<file path="config.mk">
export PLATFORM = sky130hd
export DESIGN_NAME = binary_search_arbiter
export DESIGN_NICKNAME = d
export VERILOG_FILES = /design/src/rtl/binary_search_pkg.sv /design/src/rtl/rr_arbiter.sv /design/src/rtl/binary_search_arbiter.sv
export SDC_FILE = /design/constraint.sdc
export NUM_CORES = 1
export LEC_CHECK = 0
export ABC_AREA = 0
export CAP_MARGIN = 20
export CELL_PAD_IN_SITES_DETAIL_PLACEMENT = 1
export CELL_PAD_IN_SITES_GLOBAL_PLACEMENT = 1
export CORE_MARGIN = 2
export CORE_UTILIZATION = 35
export CTS_BUF_LIST = sky130_fd_sc_hd__clkbuf_16
export CTS_CLUSTER_SIZE = 40
export DETAILED_ROUTE_END_ITERATION = 10
export DONT_BUFFER_PORTS = 1
export PLACE_DENSITY_LB_ADDON = 0.1
export RECOVER_POWER = 100
export SLEW_MARGIN = 20
export SYNTH_ARGS = -nofsm -noshare
export SYNTH_HDL_FRONTEND = slang
export SYNTH_SLANG_ARGS = --single-unit
</file>
<file path="constraint.sdc">
create_clock -name clk -period 7.31 [get_ports clk]
set_input_delay 0.731 -clock clk [delete_from_list [all_inputs] [get_ports clk]]
set_output_delay 0.731 -clock clk [all_outputs]
set_load 0.005 [all_outputs]
</file>
<file path="src/rtl/binary_search_pkg.sv">
// Shared types and defaults for the binary search arbiter.
package binary_search_pkg;

    typedef enum logic [1:0] {
        IDLE,
        ISSUE,
        WAIT,
        RESPOND
    } arb_state_t;

    localparam int DEF_TIMEOUT_CYC = 16;

endpackage

</file>
<file path="src/rtl/rr_arbiter.sv">
// Combinational round-robin picker: first request after ptr wins.
module rr_arbiter #(
    parameter  int N_REQ = 4,
    localparam int ID_W  = $clog2(N_REQ)
) (
    input  logic [N_REQ-1:0] req,
    input  logic [ID_W-1:0]  ptr,
    output logic [N_REQ-1:0] grant,
    output logic [ID_W-1:0]  grant_idx,
    output logic             any
);

    logic [ID_W-1:0] idx;

    always_comb begin
        grant     = '0;
        grant_idx = '0;
        any       = 1'b0;
        idx       = '0;
        // Scan ptr+1 .. ptr+N_REQ so the last winner has lowest priority
        for (int k = 1; k <= N_REQ; k++) begin
            idx = ID_W'((int'(ptr) + k) % N_REQ);
            if (!any && req[idx]) begin
                any        = 1'b1;
                grant[idx] = 1'b1;
                grant_idx  = idx;
            end
        end
    end

endmodule

</file>
<file path="src/rtl/binary_search_arbiter.sv">
// Shares one binary search engine among N_REQ requesters.
module binary_search_arbiter
    import binary_search_pkg::*;
#(
    parameter  int N_REQ       = 4,
    parameter  int DATA_W      = 8,
    parameter  int ARRAY_SIZE  = 10,
    parameter  int TIMEOUT_CYC = DEF_TIMEOUT_CYC,
    localparam int ID_W        = $clog2(N_REQ),
    localparam int IDX_W       = $clog2(ARRAY_SIZE)
) (
    input  logic                    clk,
    input  logic                    rst_n,
    input  logic [N_REQ-1:0]        req_valid,
    input  logic [N_REQ*DATA_W-1:0] req_key,
    output logic [N_REQ-1:0]        req_ready,
    output logic                    rsp_valid,
    input  logic                    rsp_ready,
    output logic [ID_W-1:0]         rsp_id,
    output logic                    rsp_found,
    output logic                    rsp_timeout,
    output logic [IDX_W-1:0]        rsp_index,
    output logic                    eng_start,
    output logic [DATA_W-1:0]       eng_key,
    input  logic                    eng_found,
    input  logic                    eng_not_found,
    input  logic [IDX_W-1:0]        eng_center
);

    localparam int TIM_W = $clog2(TIMEOUT_CYC);
    localparam logic [TIM_W-1:0] TIM_LAST = TIM_W'(TIMEOUT_CYC - 1);

    arb_state_t        state;
    arb_state_t        state_nxt;
    logic [ID_W-1:0]   rr_ptr;
    logic [ID_W-1:0]   cur_id;
    logic [ID_W-1:0]   grant_idx;
    logic [N_REQ-1:0]  grant;
    logic              any_req;
    logic              take;
    logic              timer_done;
    logic [DATA_W-1:0] cur_key;
    logic [TIM_W-1:0]  timer;

    rr_arbiter #(
        .N_REQ(N_REQ)
    ) u_rr (
        .req      (req_valid),
        .ptr      (rr_ptr),
        .grant    (grant),
        .grant_idx(grant_idx),
        .any      (any_req)
    );

    assign take       = (state == IDLE) && any_req;
    assign timer_done = (timer == TIM_LAST);
    assign req_ready  = (rst_n && state == IDLE) ? grant : '0;
    assign eng_start  = (state == ISSUE);
    assign eng_key    = cur_key;

    always_ff @(posedge clk or negedge rst_n) begin
        if (!rst_n) state <= IDLE;
        else        state <= state_nxt;
    end

    always_comb begin
        state_nxt = state;
        unique case (state)
            IDLE:    if (take) state_nxt = ISSUE;
            ISSUE:   state_nxt = WAIT;
            WAIT: begin
                if (eng_found || eng_not_found || timer_done)
                    state_nxt = RESPOND;
            end
            RESPOND: if (rsp_ready) state_nxt = IDLE;
        endcase
    end

    always_ff @(posedge clk or negedge rst_n) begin
        if (!rst_n) begin
            rr_ptr      <= ID_W'(N_REQ - 1);
            cur_id      <= '0;
            cur_key     <= '0;
            timer       <= '0;
            rsp_valid   <= 1'b0;
            rsp_id      <= '0;
            rsp_found   <= 1'b0;
            rsp_timeout <= 1'b0;
            rsp_index   <= '0;
        end else begin
            unique case (state)
                IDLE: begin
                    if (take) begin
                        cur_id  <= grant_idx;
                        cur_key <= req_key[int'(grant_idx)*DATA_W +: DATA_W];
                    end
                end
                ISSUE: timer <= '0;
                WAIT: begin
                    timer <= timer + 1'b1;
                    // found beats not_found, either beats the timeout
                    if (eng_found) begin
                        rsp_valid   <= 1'b1;
                        rsp_id      <= cur_id;
                        rsp_found   <= 1'b1;
                        rsp_timeout <= 1'b0;
                        rsp_index   <= eng_center;
                    end else if (eng_not_found || timer_done) begin
                        rsp_valid   <= 1'b1;
                        rsp_id      <= cur_id;
                        rsp_found   <= 1'b0;
                        rsp_timeout <= !eng_not_found;
                        rsp_index   <= '0;
                    end
                end
                RESPOND: begin
                    if (rsp_ready) begin
                        rsp_valid <= 1'b0;
                        rr_ptr    <= rsp_id;
                    end
                end
            endcase
        end
    end

endmodule

</file>
After elaboration in Yosys (flattened, before gate mapping)
Index checks and enable logic that the tools add are counted.
{"block": "totals", "reg_bits": 27, "in_bits": 45, "output_inout_bits": 22, "elab_cells": 106}
{"block": "op_classes", "add_sub_neg": 5, "magnitude_cmp": 8, "n_eq_ne": 8, "shifts": 1, "mux": 46, "n_bitwise": 3, "n_reduce_logical": 25}
{"op": "$shiftx 32x6->8", "count": 1}
{"op": "$mux 4", "count": 7}
{"op": "$mux 1", "count": 19}
{"op": "$mux 2", "count": 9}
{"op": "$lt 2x3->1 const B", "count": 4}
{"op": "$or 4x4->4", "count": 3}
{"op": "$logic_and 1x1->1", "count": 9}
{"op": "$bmux 1 s2", "count": 4}
{"op": "$demux 1 s2", "count": 4}
{"op": "$ge 2x1->1 const B", "count": 4}
{"op": "$pmux 2 s4", "count": 1}
{"op": "$pmux 4 s2", "count": 1}
{"op": "$ne 2x2->1 const B", "count": 3}
{"op": "$reduce_and 2->1", "count": 3}
{"op": "$reduce_and 3->1", "count": 2}
{"op": "$reduce_bool 2->1", "count": 3}
{"op": "$add 2x1->2 const B", "count": 2}
{"op": "$add 2x2->2 const B", "count": 2}
{"op": "$add 4x1->4 const B", "count": 1}
{"op": "$eq 2x2->1 const B", "count": 2}
{"op": "$eq 4x4->1 const B", "count": 1}
{"op": "$logic_not 1->1", "count": 4}
{"op": "$logic_or 1x1->1", "count": 3}
{"op": "$ne 3x3->1 const B", "count": 1}
{"op": "other kinds (3)", "count": 3}

Depth between registers and ports, before layout
Gate-level depths: netlist of the first run.
{"block": "logic_depth", "ltp_word": 16, "mapped_depth": 13, "mapped_depth_nobuf": 8}

Modules after synthesis
A second synthesis of the first run with hierarchy kept.
{"block": "hier_totals", "cells_unflattened": 215, "hier_area_um2": 2052.0}
{"module": "binary_search_arbiter", "n_inst": 1, "cells_each": 129, "area_per_inst_um2": 1422.6, "seq_area_each_um2": 678.2}
{"module": "rr_arbiter", "n_inst": 1, "cells_each": 86, "area_per_inst_um2": 629.4, "seq_area_each_um2": 0.0}

Least setup slack after synthesis of the first run
Ideal clock, no wire load.
{"block": "synth_path", "path_kind": "register -> output", "start": "register rr_ptr[0]", "end": "output req_ready[0]", "arrival_time_ns": 3.002, "t_required_ns": 6.579, "slack_ns": 3.577, "path_stages_with_launch": 11, "n_path_buf": 3, "path_cell_list": "dfstp_2 buf_2 clkinv_1 clkbuf_1 ha_1 buf_2 mux4_2 nor3_4 and2_1 a221oi_1 nor2_1"}
{"block": "synth_between", "elab_chain_cells": 14, "word_cells_on_any_way": 49, "cone_classes": "add/sub: 4; order compare: 8; mux: 24; bitwise: 3; reduce/logical: 10"}
{"item": "start, declared", "line_no": "binary_search_arbiter.sv:35", "source": "logic [ID_W-1:0] rr_ptr;"}
{"item": "start signal, assigned", "line_no": "binary_search_arbiter.sv:81", "source": "rr_ptr <= ID_W'(N_REQ - 1);"}
{"item": "start signal, assigned", "line_no": "binary_search_arbiter.sv:119", "source": "rr_ptr <= rsp_id;"}
{"item": "branches (longest 12 deep; another with $lt 2x3->1)"}
{"item": "$mux 4 *", "line_no": "rr_arbiter.sv:23", "source": "if (!any && req[idx]) begin"}
{"item": "$mux 4 *", "line_no": "binary_search_arbiter.sv:57", "source": "assign req_ready = (rst_n && state == IDLE) ? grant : '0;"}
{"item": "end, declared", "line_no": "binary_search_arbiter.sv:16", "source": "output logic [N_REQ-1:0] req_ready,"}
Every way passes the cells marked *. The select of a mux whose other input is x is not followed.

Final worst setup path of the first run
Same ends and word-level chain as after synthesis.

==> flow_summary_export.csv, run 1 <==
group,metric,value,unit
status,status,"finished, final reports clean",
routing,wl_per_cell,18.3,um
place,io_buffers,0,
global_routing,grt.total_usage,18.6,%
worst_setup_path,reg2reg_depth,7,
worst_setup_path,worstPathArrival,5.14,ns
worst_setup_path,r2r_slack,1.97,ns
worst_setup_path,path_delay_family,"flip-flops",
timing,fin_crit_sh,80.3,%
routing,antenna_left,0,
pwr,power.leakage,1.03,nW
timing,hold_ws,0.161,ns
timing,min_period,5.87,ns
die,fp.dieH,86.0,um
worst_setup_path,worstSetupStartpointType,"flip-flop",
pwr,vdd_drop_max,0.000162,V
routing,first_pass_iters,4,
cts,cts_max_level,1,
die,rows,29,
timing,skew,0.00464,ns
global_routing,antenna_found_initial,0,
cts,postCtsSetupRepairBufs,0,
finish,fillers,786,
worst_setup_path,path_class,"flip-flop to primary output",
finish,n_antenna_cell,0,
worst_setup_path,critPathLaunch,"rr_ptr[0]",
worst_setup_path,slowest_stage,"dfstp_1",
die,io_pins,67,
yosys,synth_area,2350,um^2
timing,max_slew_margin,16.7,%
worst_setup_path,max_stage_delay,1.34,ns
yosys,yosys.area.top_type_share,26.6,%
timing,worst_slack,1.44,ns
finish,fin_util,37.8,%
timing,fmax,170,MHz
die,initial_core_util,36.6,%
pwr,p_total,1.22,mW
finish,num-nets-final,343,
global_routing,first_global_vias,2174,
cts,clk_path_buf_depth,2,
pwr,p_per_area,502,nW/um^2
timing,maxSlewViolCount,0,
timing,tightest_slew,1.25,ns
cts,cts_tree,"done",
yosys,netlist_instances,300,
die,coreArea,6420,um^2
yosys,synth-seq-cells,27,
yosys,postSynthAreaPerCell,7.84,um^2
timing,rsz0062_at_grt,"no",
worst_setup_path,worstSetupEndpointType,"primary output",
place,place_congestion,0.819,
yosys,syn_nets,358,
cts,insertion_delay,0.26,ns
cts,clock-sinks,27,
global_routing,grt_pass1_wl,11100,um
timing,hold_violations,0,
timing,tns,0,ns
global_routing,grt_max_degree,35,
worst_setup_path,cp_data_required_time,6.58,ns
worst_setup_path,crit_buf_inv,1,
yosys,yosysWarnings,0,
worst_setup_path,r2r_start,"rr_ptr[0]",
yosys,yosysUniqueCellTypes,36,
cts,numCtsBuffers,3,
die,dieArea,7390,um^2
finish,syn2layout_area_growth,3.30,%
routing,drt_iter0_markers,98,
global_routing,grt_overflow,0,
yosys,yosys-top-cells-area,"dfrtp_1 27%, nand2_1 15%, mux2_2 7.2%",
min_path,hp-class,"primary input to asynchronous set/reset pin",
die,die_width,86.0,um
routing,num_vias,2107,
cts,postCtsHoldBufs,0,
yosys,ys_seq_area_share,28.8,%
routing,drc,0,
cts,root_buffer,"clkbuf_16",
finish,layout-drive-gt1-share,10.2,%
cts,clk_pin_slew,0.07,ns
worst_setup_path,crit_chain,"clkinv_1 -> ha_1 -> mux4_2 -> nor3_1 -> and2_1 -> a221oi_1 -> nor2_1",
job,max_cap_viol_count,0,
finish,regArea,678,um^2
routing,routed_wl,6620,um
finish,multi_input_area,1530,um^2
routing,vias_per_cell,5.84,
worst_setup_path,cp_max_fo,34,
timing,setup_violations,0,
yosys,synth_top_area_cell,"dfrtp_1",
cts,ctsResizeCount,0,
place,dp_hpwl,4810,um
place,preCtsSetupSlack,2.48,ns
worst_setup_path,r2r_end,"eng_key[5]",
registers in the layout, indices dropped and copies added, names as in the netlist:
name and count:
rr_ptr 2, rsp_valid 1, state 2, eng_key 8
timer 4, rsp_id 2, rsp_found 1, rsp_timeout 1
cur_id 2, rsp_index 4
cell usage after synthesis, drive strengths merged:
master,n
a211oi,17
a21oi,4
a221oi,6
a22oi,20
a311oi,1
a31oi,1
a32oi,1
and2,1
buf,8
clkbuf,13
clkinv,1
dfrtp,25
dfstp,2
ha,13
inv,8
mux2,15
mux2i,3
mux4,4
nand2,92
nand2b,3
nand3,7
nor2,28
nor2b,2
nor3,2
nor3b,2
o211ai,2
o21a,1
o21ai,15
o22ai,1
o31ai,1
o32a,1
cell type report:
class / instances / share of cell area, %
Inverter: 9 / 1.39
Timing Repair Buffer: 1 / 0.309
Sequential cell: 27 / 27.9
Tap cell: 77 / 3.97
Clock buffer: 3 / 3.09
Multi-Input combinational cell: 243 / 63.0
Clock inverter: 1 / 0.309
kinds of logic after synthesis:
| family | after synthesis | synth area share (%) |
|---|---|---|
| AND/OR/NAND/NOR | 137 | 24.1 |
| AO/OA/AOI/OAI | 71 | 22.1 |
| buffers and inverters | 30 | 5.75 |
| flip-flops | 27 | 28.8 |
| multiplexers | 22 | 12.3 |
| adder cells (fa/ha/maj) | 13 | 6.92 |
metal layers:
metal  global-route usage, %  vias to the layer above  share of wire [%]  wire [um]
met2                    30.2                       56                 46       3070
met4                    4.62                        0                1.3         89
li1                        -                     1019                  -          -
met1                    25.9                     1026                 47       3090
met3                    2.89                        6                5.6        370
met5                       0                        -                  0          0
layout by cell type, fill, tap and decap left out:
cell,Yosys,layout
o21ai_0,7,14
clkinvlp_4,0,1
nand2_1,92,92
clkbuf_16,0,3
mux4_2,4,4
nor2b_1,2,2
and2_1,1,1
o211ai_2,1,1
a21oi_1,4,4
nand3_1,7,7
a22oi_1,20,20
o32a_1,1,1
o21ai_2,0,1
a32oi_4,1,1
inv_1,8,8
o31ai_1,1,1
nor3_1,1,2
mux2_2,15,15
nand2b_1,2,2
ha_1,13,13
clkinv_1,1,1
a31oi_1,1,1
nand2b_4,1,1
dfstp_2,2,1
a311oi_1,1,1
o21a_1,1,1
dfrtp_1,25,25
o22ai_1,1,1
a221oi_1,6,6
dfstp_1,0,1
mux2i_1,3,3
a211oi_1,17,17
buf_4,0,1
nor3b_1,2,2
o211ai_1,1,1
nor2_1,28,28
stage by stage:
step | cell area, um^2 | std cells
floorplan | 2350 | 300
global route | 2430 | 361
global placement | 2350 | 357
CTS | 2440 | 361
detailed placement | 2360 | 357
finish | 2430 | 361
worst max path at each step:
stage,endpoint,cells after the start
floorplan,req_ready[0],10
global placement,req_ready[3],7
detailed placement,req_ready[3],7
CTS,req_ready[3],7
global route,req_ready[1],7
finish,req_ready[0],7
power by group:
group,switching [mW],internal (mW)
Sequential,0.0902,0.222
Clock,0.0492,0.0742
Combinational,0.462,0.322
Total,0.601,0.618
(Power assumes the default switching activity.)
==> run 2: changes to the inputs <==
==> constraint.sdc (replaced) <==
create_clock -name clk -period 5.7 [get_ports clk]
set_input_delay 0.57 -clock clk [delete_from_list [all_inputs] [get_ports clk]]
set_output_delay 0.57 -clock clk [all_outputs]
set_load 0.005 [all_outputs]
==> flow_summary_export.csv, run 2 (synthesis results as in run 1) <==
group,metric,value,unit
cts,clock-sinks,27,
worst_setup_path,worstSetupStartpointType,"flip-flop",
timing,hold_violations,0,
timing,skew,0.00375,ns
global_routing,grt_overflow,0,
worst_setup_path,cp_max_fo,34,
worst_setup_path,path_class,"flip-flop to primary output",
finish,n_antenna_cell,0,
status,status,"finished, final reports clean",
job,max_cap_viol_count,0,
finish,fillers,803,
timing,rsz0062_at_grt,"no",
die,rows,29,
cts,insertion_delay,0.26,ns
die,dieArea,7390,um^2
place,preCtsSetupSlack,1.76,ns
timing,worst_slack,0.994,ns
routing,wl_per_cell,18.4,um
global_routing,antenna_found_initial,0,
place,place_congestion,0.901,
global_routing,grt.total_usage,18.4,%
cts,cts_tree,"done",
pwr,vdd_drop_max,0.000221,V
cts,clk_pin_slew,0.07,ns
routing,routed_wl,6680,um
global_routing,grt_max_degree,35,
timing,maxSlewViolCount,0,
worst_setup_path,r2r_start,"rr_ptr[0]",
finish,most-common-layout-cells,"92 x nand2_1, 28 x nor2_1, 25 x dfrtp_1, 20 x a22oi_1, 17 x a211oi_1",
place,dp_hpwl,4740,um
finish,syn2layout_area_growth,4.42,%
global_routing,grt_pass1_wl,11000,um
timing,fin_crit_sh,82.6,%
timing,setup_violations,0,
routing,num_vias,2102,
die,fp.dieH,86.0,um
die,initial_core_util,36.6,%
finish,layout-drive-gt1-share,10.8,%
die,die_width,86.0,um
timing,max_slew_margin,10.1,%
global_routing,grtUsageMet3,2.69,%
cts,numCtsBuffers,3,
min_path,hp-class,"primary input to asynchronous set/reset pin",
worst_setup_path,worstSetupEndpointType,"primary output",
routing,drt_iter0_markers,117,
global_routing,grt_use_met2,29.2,%
worst_setup_path,worstPathArrival,4.14,ns
timing,fmax,213,MHz
pwr,p_per_area,644,nW/um^2
finish,regArea,678,um^2
cts,cts_max_level,1,
timing,tns,0,ns
cts,root_buffer,"clkbuf_16",
die,io_pins,67,
finish,largest_reg_flops,8,
finish,stdcell_area,2450,um^2
finish,num-nets-final,346,
timing,hold_ws,0.143,ns
place,io_buffers,0,
timing,min_period,4.71,ns
global_routing,first_global_vias,2174,
routing,vias_per_cell,5.77,
cts,clk_path_buf_depth,2,
finish,layout_commonest_cell,"nand2_1",
global_routing,grt-busiest-layer,"met2",
worst_setup_path,r2r_end,"eng_key[3]",
die,coreArea,6420,um^2
worst_setup_path,r2r_slack,1.26,ns
worst_setup_path,cp_data_required_time,5.13,ns
finish,multi_input_area,1540,um^2
routing,first_pass_iters,4,
routing,drc,0,
cts,ctsResizeCount,0,
global_routing,met1_usage,26.0,%
routing,antenna_left,0,
finish,fin_util,38.2,%
place,placed_cell_area,2370,um^2
worst_setup_path,reg2reg_depth,8,
timing,tightest_slew,1.35,ns
pwr,power.leakage,1.04,nW
run 2: layout make-up:
type | count | area share, %
repair buffers | 4 | 1.07
inverters | 9 | 1.38
well taps | 77 | 3.92
flip-flops and latches | 27 | 27.6
clock inverters | 1 | 0.306
multi-input cells | 243 | 62.6
clock buffers | 3 | 3.06
run 2: stage by stage:
stage	std cells	total power, mW
after floorplan	300	1.22
after global placement	359	1.43
after detailed placement	359	1.45
after CTS	364	1.62
after global routing	364	1.75
final	364	1.58
run 2: worst max path at each step:
| stage | from | endpoint | slack (ns) | cells after the start |
|---|---|---|---|---|
| global placement | rr_ptr[0] | req_ready[1] | 1.83 | 7 |
| floorplan | rr_ptr[0] | req_ready[0] | 2.13 | 10 |
| detailed placement | rr_ptr[0] | eng_key[3] | 1.76 | 8 |
| finish | rr_ptr[0] | req_ready[0] | 0.99 | 7 |
| global route | rr_ptr[0] | req_ready[2] | 0.69 | 7 |
| CTS | rr_ptr[0] | req_ready[0] | 1.49 | 7 |
run 2: per-layer routing:
layer / up-vias / share of wire [%] / routed length, um
met5: - / 0 / 0
met4: 0 / 1.9 / 126
met3: 9 / 5.1 / 338
met2: 47 / 46 / 3050
met1: 1022 / 47 / 3170
li1: 1024 / - / -
run 2: timing repair:
| item | CTS | global route |
|---|---|---|
| setup buffers | 0 | 0 |
| hold buffers | 1 | 0 |
| hold endpoints to repair | 25 | 0 |
| endpoints found under the setup margin | 0 | 0 |
run 2: power by group:
part / switching, mW / internal [mW]
sequential: 0.118 / 0.285
clock: 0.0656 / 0.0954
combinational: 0.596 / 0.421
total: 0.780 / 0.801
run 2: critical path, stage by stage (launching register included):
cell,delay (ns)
dfstp_1,1.38
clkinv_1,0.27
ha_1,0.55
mux4_2,0.83
nor3_4,0.31
and2_0,0.26
a221oi_1,0.11
nor2_1,0.15
==> run 3: changes to the inputs <==
==> constraint.sdc (replaced) <==
create_clock -name clk -period 3.81 [get_ports clk]
set_input_delay 0.381 -clock clk [delete_from_list [all_inputs] [get_ports clk]]
set_output_delay 0.381 -clock clk [all_outputs]
set_load 0.005 [all_outputs]
==> flow_summary_export.csv, run 3 (synthesis results as in run 1) <==
group,metric,value,unit
status,status,"finished, final reports clean",
global_routing,grt_max_degree,34,
timing,setup_violations,0,
finish,most-common-layout-cells,"92 x nand2_1, 28 x nor2_1, 25 x dfrtp_1, 20 x a22oi_1, 17 x a211oi_1",
finish,multi_input_area,1540,um^2
global_routing,grt.total_usage,18.5,%
place,dp_hpwl,4830,um
cts,clk_pin_slew,0.06,ns
cts,cts_max_level,1,
finish,regArea,678,um^2
die,initial_core_util,36.6,%
pwr,power.leakage,1.07,nW
global_routing,grt_overflow,0,
timing,min_period,3.49,ns
global_routing,grt_pass1_wl,11000,um
finish,layout-drive-gt1-share,11.7,%
timing,maxSlewViolCount,0,
pwr,vdd_drop_max,0.000326,V
cts,insertion_delay,0.25,ns
die,dieArea,7390,um^2
cts,postCtsSetupRepairBufs,0,
routing,antenna_left,0,
worst_setup_path,worstSetupEndpointType,"primary output",
finish,num-nets-final,350,
cts,root_buffer,"clkbuf_16",
worst_setup_path,path_class,"flip-flop to primary output",
cts,numCtsBuffers,3,
timing,skew,0.00183,ns
global_routing,antenna_found_initial,0,
timing,max_slew_margin,3.30,%
die,coreArea,6420,um^2
cts,cts_tree,"done",
die,die_width,86.0,um
place,place_congestion,0.830,
worst_setup_path,worstSetupStartpointType,"flip-flop",
die,rows,29,
die,io_pins,67,
worst_setup_path,r2r_slack,0.59,ns
timing,tightest_slew,1.45,ns
worst_setup_path,worstPathArrival,3.11,ns
cts,clk_path_buf_depth,2,
finish,largest_reg_flops,8,
place,dp.cells,362,
pwr,p_per_area,969,nW/um^2
die,fp.dieH,86.0,um
timing,fin_crit_sh,91.7,%
job,max_cap_viol_count,0,
routing,wl_per_cell,18.4,um
routing,first_pass_iters,4,
routing,vias_per_cell,5.77,
min_path,hp-class,"primary input to flip-flop",
global_routing,first_global_vias,2131,
finish,fillers,803,
routing,routed_wl,6750,um
timing,rsz0062_at_grt,"no",
finish,syn2layout_area_growth,5.64,%
finish,finalNonFillerCells,368,
routing,num_vias,2125,
timing,tns,0,ns
timing,hold_violations,0,
finish,layout_commonest_cell,"nand2_1",
routing,drt_iter0_markers,134,
place,io_buffers,0,
finish,n_antenna_cell,0,
cts,clock-sinks,27,
routing,drc,0,
cts,ctsResizeCount,0,
timing,fmax,286,MHz
worst_setup_path,cp_data_required_time,3.43,ns
worst_setup_path,cp_max_fo,16,
## run 3: cell count changes in the layout (fill, tap and decap cells not counted), sizes merged
cell | before | now
clkinvlp | 1 | 0
dlygate4sd3 | 0 | 1
buf | 3 | 6
inv | 8 | 9
## run 3: final cells by class
class | instances | share of cell area (%)
clock inverters | 1 | 0.151
flip-flops and latches | 27 | 27.3
well taps | 77 | 3.88
multi-input cells | 243 | 61.9
repair buffers | 8 | 2.37
clock buffers | 3 | 3.02
inverters | 9 | 1.36
## run 3: worst max-delay path, stage by stage (launching register included)
cell and delay, ns:
dfstp_2 0.68, inv_1 0.16, ha_1 0.34, mux4_2 0.63, buf_4 0.25, nor3_4 0.24, and2_0 0.28, a221oi_1 0.11
nor2_1 0.15
## run 3: per-stage QoR
step	total power, mW	utilization, %	hold WS, ns	cell area (um^2)	worst slack, ns
2_1_floorplan	1.83	-	0.0854	2350	0.342
3_3_place_gp	2.19	37.2	0.0862	2390	0.623
3_5_place_dp	2.21	37.2	0.0861	2390	0.584
4_1_cts	2.46	38.9	0.232	2500	0.347
5_1_grt	2.65	38.7	0.258	2480	0.129
6_report	2.41	38.7	0.239	2480	0.318
## run 3: power breakdown
group	total, mW	internal, mW	switching [mW]	leakage, nW
logic	1.63	0.655	0.974	0.688
registers	0.546	0.427	0.119	0.335
clock network	0.230	0.140	0.0895	0.0423
total	2.41	1.22	1.18	1.07
## run 3: worst paths after layout
kind | startpoint | to | cells past startpoint
hold reg to reg | cur_id[1] | cur_id[1] | 2
setup reg to reg | rr_ptr[1] | eng_key[4] | 9
hold / removal | eng_found | rsp_found | 2
setup / recovery | rr_ptr[1] | req_ready[2] | 8
max in group asynchronous | rst_n | eng_key[1] | 2
min in group asynchronous | rst_n | rsp_valid | 2
## run 3: layer usage
layer / track usage, % / vias to the layer above / share of wire, %
li1: - / 1031 / -
met1: 26.0 / 1031 / 47
met2: 29.4 / 59 / 46
met3: 3.37 / 4 / 6.9
met4: 4.33 / 0 / 0.77
met5: 0 / - / 0
## run 3: repair_timing
action | 4_1_cts | 5_1_grt
hold buffers | 2 | 0
endpoints found under the setup margin | 0 | 0
hold endpoints to repair | 27 | 0
